File: src/rtl/mem_arb_pkg.sv
// Shared types and default sizes for the memory read arbiter.
// Holds the FSM state encoding and a safe index-width helper.
package mem_arb_pkg;

    localparam int DEF_NUM_REQ = 4;
    localparam int DEF_ADDR_W  = 32;
    localparam int DEF_DATA_W  = 32;
    localparam int DEF_TIMEOUT = 64;

    typedef enum logic [2:0] {
        ST_IDLE,
        ST_ISSUE,
        ST_WAIT,
        ST_RESPOND,
        ST_RECOVER
    } arb_state_t;

    function automatic int idx_w(input int n);
        return (n > 1) ? $clog2(n) : 1;
    endfunction

endpackage

File: src/rtl/rr_select.sv
// Round-robin pick, combinational: searches upward from i_last_grant+1 with wrap.
// Returns one-hot grant, its index, and whether any request was present.
module rr_select
    import mem_arb_pkg::*;
#(
    parameter int N  = DEF_NUM_REQ,
    parameter int IW = idx_w(N)
) (
    input  logic [N-1:0]  i_req,
    input  logic [IW-1:0] i_last_grant,
    output logic [N-1:0]  o_grant,
    output logic [IW-1:0] o_grant_idx,
    output logic          o_any
);

    logic [IW-1:0] w_pos;
    logic          w_found;

    always_comb begin
        o_grant     = '0;
        o_grant_idx = '0;
        w_found     = 1'b0;
        w_pos       = '0;
        for (int k = 1; k <= N; k++) begin
            w_pos = IW'((32'(i_last_grant) + 32'(k)) % 32'(N));
            if (!w_found && i_req[w_pos]) begin
                w_found        = 1'b1;
                o_grant[w_pos] = 1'b1;
                o_grant_idx    = w_pos;
            end
        end
        o_any = w_found;
    end

endmodule

File: src/rtl/mem_read_arbiter.sv
// N-to-1 read arbiter, one outstanding read; slave valid -> requester valid in 1 cycle.
// Requesters are held off by req_waitrequest outside IDLE; the slave stalls issue via m_waitrequest.
module mem_read_arbiter
    import mem_arb_pkg::*;
#(
    parameter int NUM_REQ = DEF_NUM_REQ,
    parameter int ADDR_W  = DEF_ADDR_W,
    parameter int DATA_W  = DEF_DATA_W,
    parameter int TIMEOUT = DEF_TIMEOUT
) (
    input  logic                      clk,
    input  logic                      reset,
    input  logic [NUM_REQ-1:0]        req_read,
    input  logic [NUM_REQ*ADDR_W-1:0] req_address,
    output logic [NUM_REQ-1:0]        req_waitrequest,
    output logic [DATA_W-1:0]         req_readdata,
    output logic [NUM_REQ-1:0]        req_readdatavalid,
    output logic [NUM_REQ-1:0]        req_error,
    output logic [ADDR_W-1:0]         m_address,
    output logic                      m_read,
    input  logic                      m_waitrequest,
    input  logic [DATA_W-1:0]         m_readdata,
    input  logic                      m_readdatavalid
);

    localparam int IDX_W = idx_w(NUM_REQ);
    localparam int CNT_W = idx_w(TIMEOUT + 1);
    localparam logic [CNT_W-1:0] CNT_LAST = CNT_W'(TIMEOUT - 1);
    localparam logic [IDX_W-1:0] LAST_RST = IDX_W'(NUM_REQ - 1);

    arb_state_t r_state, w_state_nxt;

    logic [IDX_W-1:0]   r_last_grant;
    logic [NUM_REQ-1:0] r_grant_oh;
    logic [CNT_W-1:0]   r_cnt;
    logic [ADDR_W-1:0]  r_m_address;
    logic               r_m_read;
    logic [DATA_W-1:0]  r_readdata;
    logic [NUM_REQ-1:0] r_rdv;
    logic [NUM_REQ-1:0] r_err;

    logic [NUM_REQ-1:0] w_grant_oh;
    logic [IDX_W-1:0]   w_grant_idx;
    logic               w_any;
    logic               w_accept;
    logic               w_timeout;
    logic [ADDR_W-1:0]  w_addr_arr [NUM_REQ];

    for (genvar gi = 0; gi < NUM_REQ; gi++) begin : g_addr
        assign w_addr_arr[gi] = req_address[gi*ADDR_W +: ADDR_W];
    end

    rr_select #(.N(NUM_REQ), .IW(IDX_W)) u_rr (
        .i_req        (req_read),
        .i_last_grant (r_last_grant),
        .o_grant      (w_grant_oh),
        .o_grant_idx  (w_grant_idx),
        .o_any        (w_any)
    );

    always_ff @(posedge clk) begin
        if (reset) r_state <= ST_IDLE;
        else       r_state <= w_state_nxt;
    end

    always_comb begin
        w_state_nxt = r_state;
        w_accept    = 1'b0;
        w_timeout   = 1'b0;
        case (r_state)
            ST_IDLE: begin
                if (w_any) begin
                    w_accept    = 1'b1;
                    w_state_nxt = ST_ISSUE;
                end
            end
            ST_ISSUE:   if (!m_waitrequest) w_state_nxt = ST_WAIT;
            ST_WAIT: begin
                if (m_readdatavalid) begin
                    w_state_nxt = ST_RESPOND;
                end else if (r_cnt == CNT_LAST) begin
                    w_timeout   = 1'b1;
                    w_state_nxt = ST_RECOVER;
                end
            end
            ST_RESPOND: w_state_nxt = ST_IDLE;
            // A single late response is swallowed here so it can't leak into the next grant.
            ST_RECOVER: if (m_readdatavalid || r_cnt == CNT_LAST) w_state_nxt = ST_IDLE;
            default:    w_state_nxt = ST_IDLE;
        endcase
    end

    always_ff @(posedge clk) begin
        if (reset) begin
            r_last_grant <= LAST_RST;
            r_grant_oh   <= '0;
            r_cnt        <= '0;
            r_m_address  <= '0;
            r_m_read     <= 1'b0;
            r_readdata   <= '0;
            r_rdv        <= '0;
            r_err        <= '0;
        end else begin
            r_m_read <= (r_state == ST_ISSUE) && !m_waitrequest;
            r_rdv    <= '0;
            r_err    <= '0;
            if (w_accept) begin
                r_m_address  <= w_addr_arr[w_grant_idx];
                r_grant_oh   <= w_grant_oh;
                r_last_grant <= w_grant_idx;
            end
            if (w_state_nxt != r_state) begin
                r_cnt <= '0;
            end else if (r_state == ST_WAIT || r_state == ST_RECOVER) begin
                r_cnt <= r_cnt + CNT_W'(1);
            end
            if (r_state == ST_WAIT && m_readdatavalid) begin
                r_readdata <= m_readdata;
                r_rdv      <= r_grant_oh;
            end else if (w_timeout) begin
                r_readdata <= '0;
                r_rdv      <= r_grant_oh;
                r_err      <= r_grant_oh;
            end
        end
    end

    assign req_waitrequest   = req_read & ~({NUM_REQ{w_accept}} & w_grant_oh);
    assign req_readdata      = r_readdata;
    assign req_readdatavalid = r_rdv;
    assign req_error         = r_err;
    assign m_address         = r_m_address;
    assign m_read            = r_m_read;

endmodule
File: config.mk
export PLATFORM = sky130hd
export DESIGN_NAME = mem_read_arbiter
export DESIGN_NICKNAME = d
export VERILOG_FILES = /design/src/rtl/mem_arb_pkg.sv /design/src/rtl/rr_select.sv /design/src/rtl/mem_read_arbiter.sv
export SDC_FILE = /design/constraint.sdc
export NUM_CORES = 1
export LEC_CHECK = 0
export ABC_AREA = 1
export CORE_MARGIN = 10
export CORE_UTILIZATION = 44
export CTS_BUF_LIST = sky130_fd_sc_hd__clkbuf_4
export DETAILED_ROUTE_END_ITERATION = 10
export GPL_ROUTABILITY_DRIVEN = 0
export PLACE_DENSITY = 0.84
export SLEW_MARGIN = 20
export SYNTH_ARGS = -nofsm -noshare
export SYNTH_HDL_FRONTEND = slang
export SYNTH_SLANG_ARGS = --single-unit
export TNS_END_PERCENT = 30
File: constraint.sdc
create_clock -name clk -period 2.31 [get_ports clk]
set_input_delay 0.5775 -clock clk [delete_from_list [all_inputs] [get_ports clk]]
set_output_delay 0.5775 -clock clk [all_outputs]
set_load 0.02 [all_outputs]
* After elaboration in Yosys (flattened, before gate mapping)
Index checks and enable logic that the tools add are counted.
Operators by class: bitwise logic cells 7, magnitude comparators 9, add/subtract/negate cells 5, reduce and logical (&&, ||, !) cells 19, mux-type cells 46, equal/unequal tests 5
Operator list (count):
- $mux 32 | 4
- $bmux 32 s2 | 1
- $mux 4 | 6
- $mux 1 | 17
- $mux 3 | 5
- $lt 2x3->1 const B | 4
- $or 4x4->4 | 3
- $pmux 3 s4 | 1
- $logic_and 1x1->1 | 9
- $and 4x4->4 | 2
- $bmux 1 s2 | 4
- $demux 1 s2 | 4
- $ge 2x1->1 const B | 4
- $mux 2 | 4
- $add 7x1->7 const B | 1
- $eq 7x6->1 const B | 1
- $add 2x1->2 const B | 2
- $add 2x2->2 const B | 2
- $logic_not 1->1 | 4
- $not 4->4 | 1
- $reduce_or 2->1 | 2
- $eq 3x1->1 const B | 1
- $eq 3x2->1 const B | 1
- $eq 3x3->1 const B | 1
- other kinds (6) | 7
Word-level totals: register bits 89, output and inout bits 77, logic and storage cells 100

* Longest topological paths before layout
depth after elaboration 18, mapped depth 16, gate-level depth less buffers 14

* Modules after synthesis
Synthesis repeated with hierarchy kept, for this count alone.
Unflattened totals: cell total of the unflattened synthesis 715, area, all modules 4812.1 um^2
By module, submodules not included:
- mem_read_arbiter | instances 1, cells an instance 634, sequential area each 1781.7 um^2, area an instance 4276.6 um^2
- rr_select | instances 1, cells an instance 81, sequential area each 0.0 um^2, area an instance 535.5 um^2

* Worst setup path after synthesis
No wires, ideal clock.
path type register to output, start register r_last_grant[1], end output req_waitrequest[1], slack -0.099 ns, arrival time 1.831 ns, stages on the path, launching flop included 10, required time 1.732 ns, path through dfxtp_1 -> inv_1 -> ha_1 -> inv_1 -> nand3_1 -> nand2_2 -> nor2_1 -> nand2_1 -> nand4_1 -> a21oi_1
Between the ends: longest elaborated chain between the ends 18, elaborated cells between the ends (all ways) 54, those cells by class add/sub (4); order compare (8); mux (26); bitwise (6); reduce/logical (10)
RTL lines:
- from (decl) | RTL line mem_read_arbiter.sv:33 | logic [IDX_W-1:0] r_last_grant;
- from (signal assigned) | RTL line mem_read_arbiter.sv:110 | r_last_grant <= w_grant_idx;
- branches (longest 15 deep; another with $lt 2x3->1)
- $and 4x4->4 * | RTL line mem_read_arbiter.sv:128 | assign req_waitrequest = req_read & ~({NUM_REQ{w_accept}} & w_grant_oh);
- $not 4->4 * | RTL line mem_read_arbiter.sv:128
- $and 4x4->4 * | RTL line mem_read_arbiter.sv:128
- to (decl) | RTL line mem_read_arbiter.sv:15 | output logic [NUM_REQ-1:0] req_waitrequest,
Every way passes the cells marked *. The select of a mux whose other input is x is not followed.

* Worst setup path in the final report
start register r_last_grant[1], end output req_waitrequest[0]
Same word-level chain as after synthesis.

==> results.txt <==
TritonCTS Sinks: 89
Register area: 1780 um2
Clock Path Buffers: 2
Port-buffer cells: 244
Placed Area: 8240 um2
Dpl ws: -847 ps
Synth Register Bits: 89
Max-cap violation count: 0
Max incr delay on CP: 360 ps
Die X: 131 um
Measured slew at the worst slew-check pin: 453 ps
Hold Fails Final Rpt: 0
Layout cell share with drive strength beyond 1: 9.40%
Vias in the first global route: 6,176
Initial DRT Pass Iterations: 5
Clk pin slew, worst setup/hold paths: 150 ps
Highest Clock Rate: 383 MHz
Worst Path Arrival: 2030 ps
Setup ws final: -301 ps
Slew HR: 69.8%
Post-Route WL: 19.3 mm
Avg Inst Size Synth: 6.04 um2
Final nets: 1,331
CP max FO: 4
I/O pin cnt: 245
Design area: 8480 um2
Largest net degree at the start of global routing: 43
Post-synthesis cell area: 5440 um2
Critical Path Sink Type: primary output
Leak: 4.17 nW
Multi-input logic area: 2740 um2
Die area: 17,200 um2
Hold Path Class: input pin to register
Status: finished with violations
Number of flops mapped to enable cells by yosys: 0
Slowest stage cell, crit path: dfxtp_2
Vias per cell: 4.80
Critical path, cell by cell: inv_2 > ha_4 > buf_6 > nand3_4 > nand2_4 > buf_6 > nand2_2 > nand4_1 > a21oi_2 > buf_4
Setup Viol. Count Final: 4
Post-synthesis sequential area ratio: 32.8%
Root buf cell: clkbuf_4
Startpoint types: register
Share of flip-flops with an asynchronous set or reset: 0%
Final period util: 113%
Post-Synthesis Cells: 901
WL per Instance: 14.6 um
Area grow syn2layout: 56.0%
H-tree levels: 3
Buf+Inv Stages, Crit Path: 4
Yosys warns: 0
GRT overflow: 0
Post-synth cell types: 30
Hold slack: 445 ps
Top_reg_cell synth: dfxtp_1
Clk_skew: 11.1 ps
DR iter-0 viols: 281
DP HPWL: 15.4 mm
Fin crit period: 2610 ps
Die Ht: 131 um
Syn_nets: 1,078
Final setup TNS: -1040 ps
Violated checks: negative setup slack
# rows: 40
Final routed DRC violation total: 0
First-pass GRT wire length: 30.8 mm
Crit Path Class: register to primary output
Routed Antenna Nets: 0
CP dominant cell by count: buf_6
CTS tree: done
Tot GR Track Use: 21.5%
Final Core Density: 70.3%
Starting Density: 45.1%
Fin. max-slew vios: 0
CTS buffer count: 9
Via count: 6,375
CP Data Required Time: 1730 ps
Antenna violations before repair: 2
Max VDD drop: 0.738 mV
RSZ-0062 raised after global routing: true
Fill count: 1,015
Core Area: 12,100 um2
Clk_lat worst skew: 430 ps
CP top delay family: buffers and inverters
Pwr/cell area: 1160 nW/um2
## worst paths after layout
check / startpoint / to / slack, ps / depth (start not counted)
max: r_last_grant[1] / req_waitrequest[0] / -300 / 10
min: reset / req_readdata[27] / 450 / 2
max reg2reg: r_last_grant[0] / m_address[27] / 170 / 16
min reg2reg: req_readdata[26] / req_readdata[26] / 470 / 2
## synth_stat cells (7+ instances only)
library cell / count / area [um2]
nor2_1: 77 / 289
buf_2: 20 / 100
inv_1: 186 / 698
a21oi_1: 47 / 235
nand3_1: 168 / 841
clkbuf_1: 12 / 45.0
buf_4: 12 / 90.1
nand2_1: 221 / 830
dfxtp_1: 89 / 1780
ha_1: 9 / 113
nand4_1: 7 / 43.8
nor3_1: 10 / 50.1
## kinds of logic (layout without fill, tap and decap cells)
group | after synthesis | count (layout) | share of synthesized area, %
multiplexers | 1 | 1 | 0.184
XOR/XNOR | 6 | 6 | 1.10
flip-flops | 89 | 89 | 32.8
buffers and inverters | 242 | 500 | 18.5
AO/OA/AOI/OAI | 53 | 53 | 5.02
AND/OR/NAND/NOR | 501 | 501 | 40.3
other | 0 | 1 | 0
adder cells (fa/ha/maj) | 9 | 9 | 2.07
## sequential cells by signal, summed over array words and instances (netlist names)
name and flops:
r_last_grant 2, req_readdatavalid 4, r_state 3, r_cnt 7, r_grant_oh 4, m_read 1, req_error 4, m_address 32
req_readdata 32
## worst reg2reg max path, delay by kind of cell, from the launching register on
family / cells / cell delay, ps
adder cells (fa/ha/maj): 1 / 280
buffers and inverters: 6 / 520
flip-flops: 1 / 370
AND/OR/NAND/NOR: 9 / 900
## final cells by class
type,instances,area share (%)
repair buffers,293,34.0
multi-input cells,570,32.3
flip-flops and latches,89,21.0
inverters,191,8.48
well taps,168,2.48
clock buffers,10,0.885
clock inverters,6,0.782
diodes,1,0.0295
## placed cells by master (no fill, tap or decap), types with 2 or more instances in the layout
| cell | netlist | routed |
|---|---|---|
| a21oi_1 | 47 | 43 |
| a21oi_2 | 0 | 4 |
| buf_12 | 0 | 6 |
| buf_4 | 12 | 41 |
| buf_6 | 4 | 6 |
| clkbuf_4 | 0 | 10 |
| clkdlybuf4s50_1 | 0 | 235 |
| clkinvlp_4 | 0 | 2 |
| dfxtp_1 | 89 | 87 |
| dfxtp_2 | 0 | 2 |
| dlygate4sd2_1 | 0 | 4 |
| ha_1 | 9 | 8 |
| inv_1 | 186 | 182 |
| inv_2 | 5 | 8 |
| inv_6 | 0 | 2 |
| nand2_1 | 221 | 215 |
| nand2_2 | 5 | 9 |
| nand2_4 | 1 | 3 |
| nand3_1 | 168 | 166 |
| nand3_2 | 3 | 4 |
| nand4_1 | 7 | 7 |
| nor2_1 | 77 | 74 |
| nor2_4 | 0 | 2 |
| nor3_1 | 10 | 10 |
| nor3b_1 | 4 | 4 |
| nor4_1 | 3 | 3 |
| o21ai_0 | 2 | 2 |
| o21ai_2 | 1 | 2 |
| xnor2_1 | 3 | 3 |
| xor2_1 | 2 | 2 |
## what timing repair did
action                                 CTS  global route
endpoints found under the hold margin    0             0
cloned                                   0             0
pin swaps                               13             4
gates resized for setup                 46             5
hold buffers                             0             0
setup endpoints to repair                4             7
setup buffers                            2             1
## stage by stage
stage                     cells  total power (W)
after floorplan             901          0.00638
after global placement     1308          0.00860
after detailed placement   1308          0.00867
after CTS                  1326          0.00979
after global routing       1328           0.0107
final                      1328          0.00984
## power by group
group / switching [W] / leakage [nW] / internal, W
clock: 0.000551 / 0.0711 / 0.000347
combinational: 0.00398 / 3.37 / 0.00294
sequential: 0.000157 / 0.727 / 0.00186
## per-layer routing
metal / global-route usage (%) / up-vias / wire length, um
met3: 9.57 / 30 / 2350
li1: - / 3255 / -
met1: 23.0 / 2819 / 7390
met2: 36.7 / 269 / 9190
met4: 7.38 / 2 / 394
met5: 0 / - / 12
Note: power is estimated with default switching activity, not from simulation.
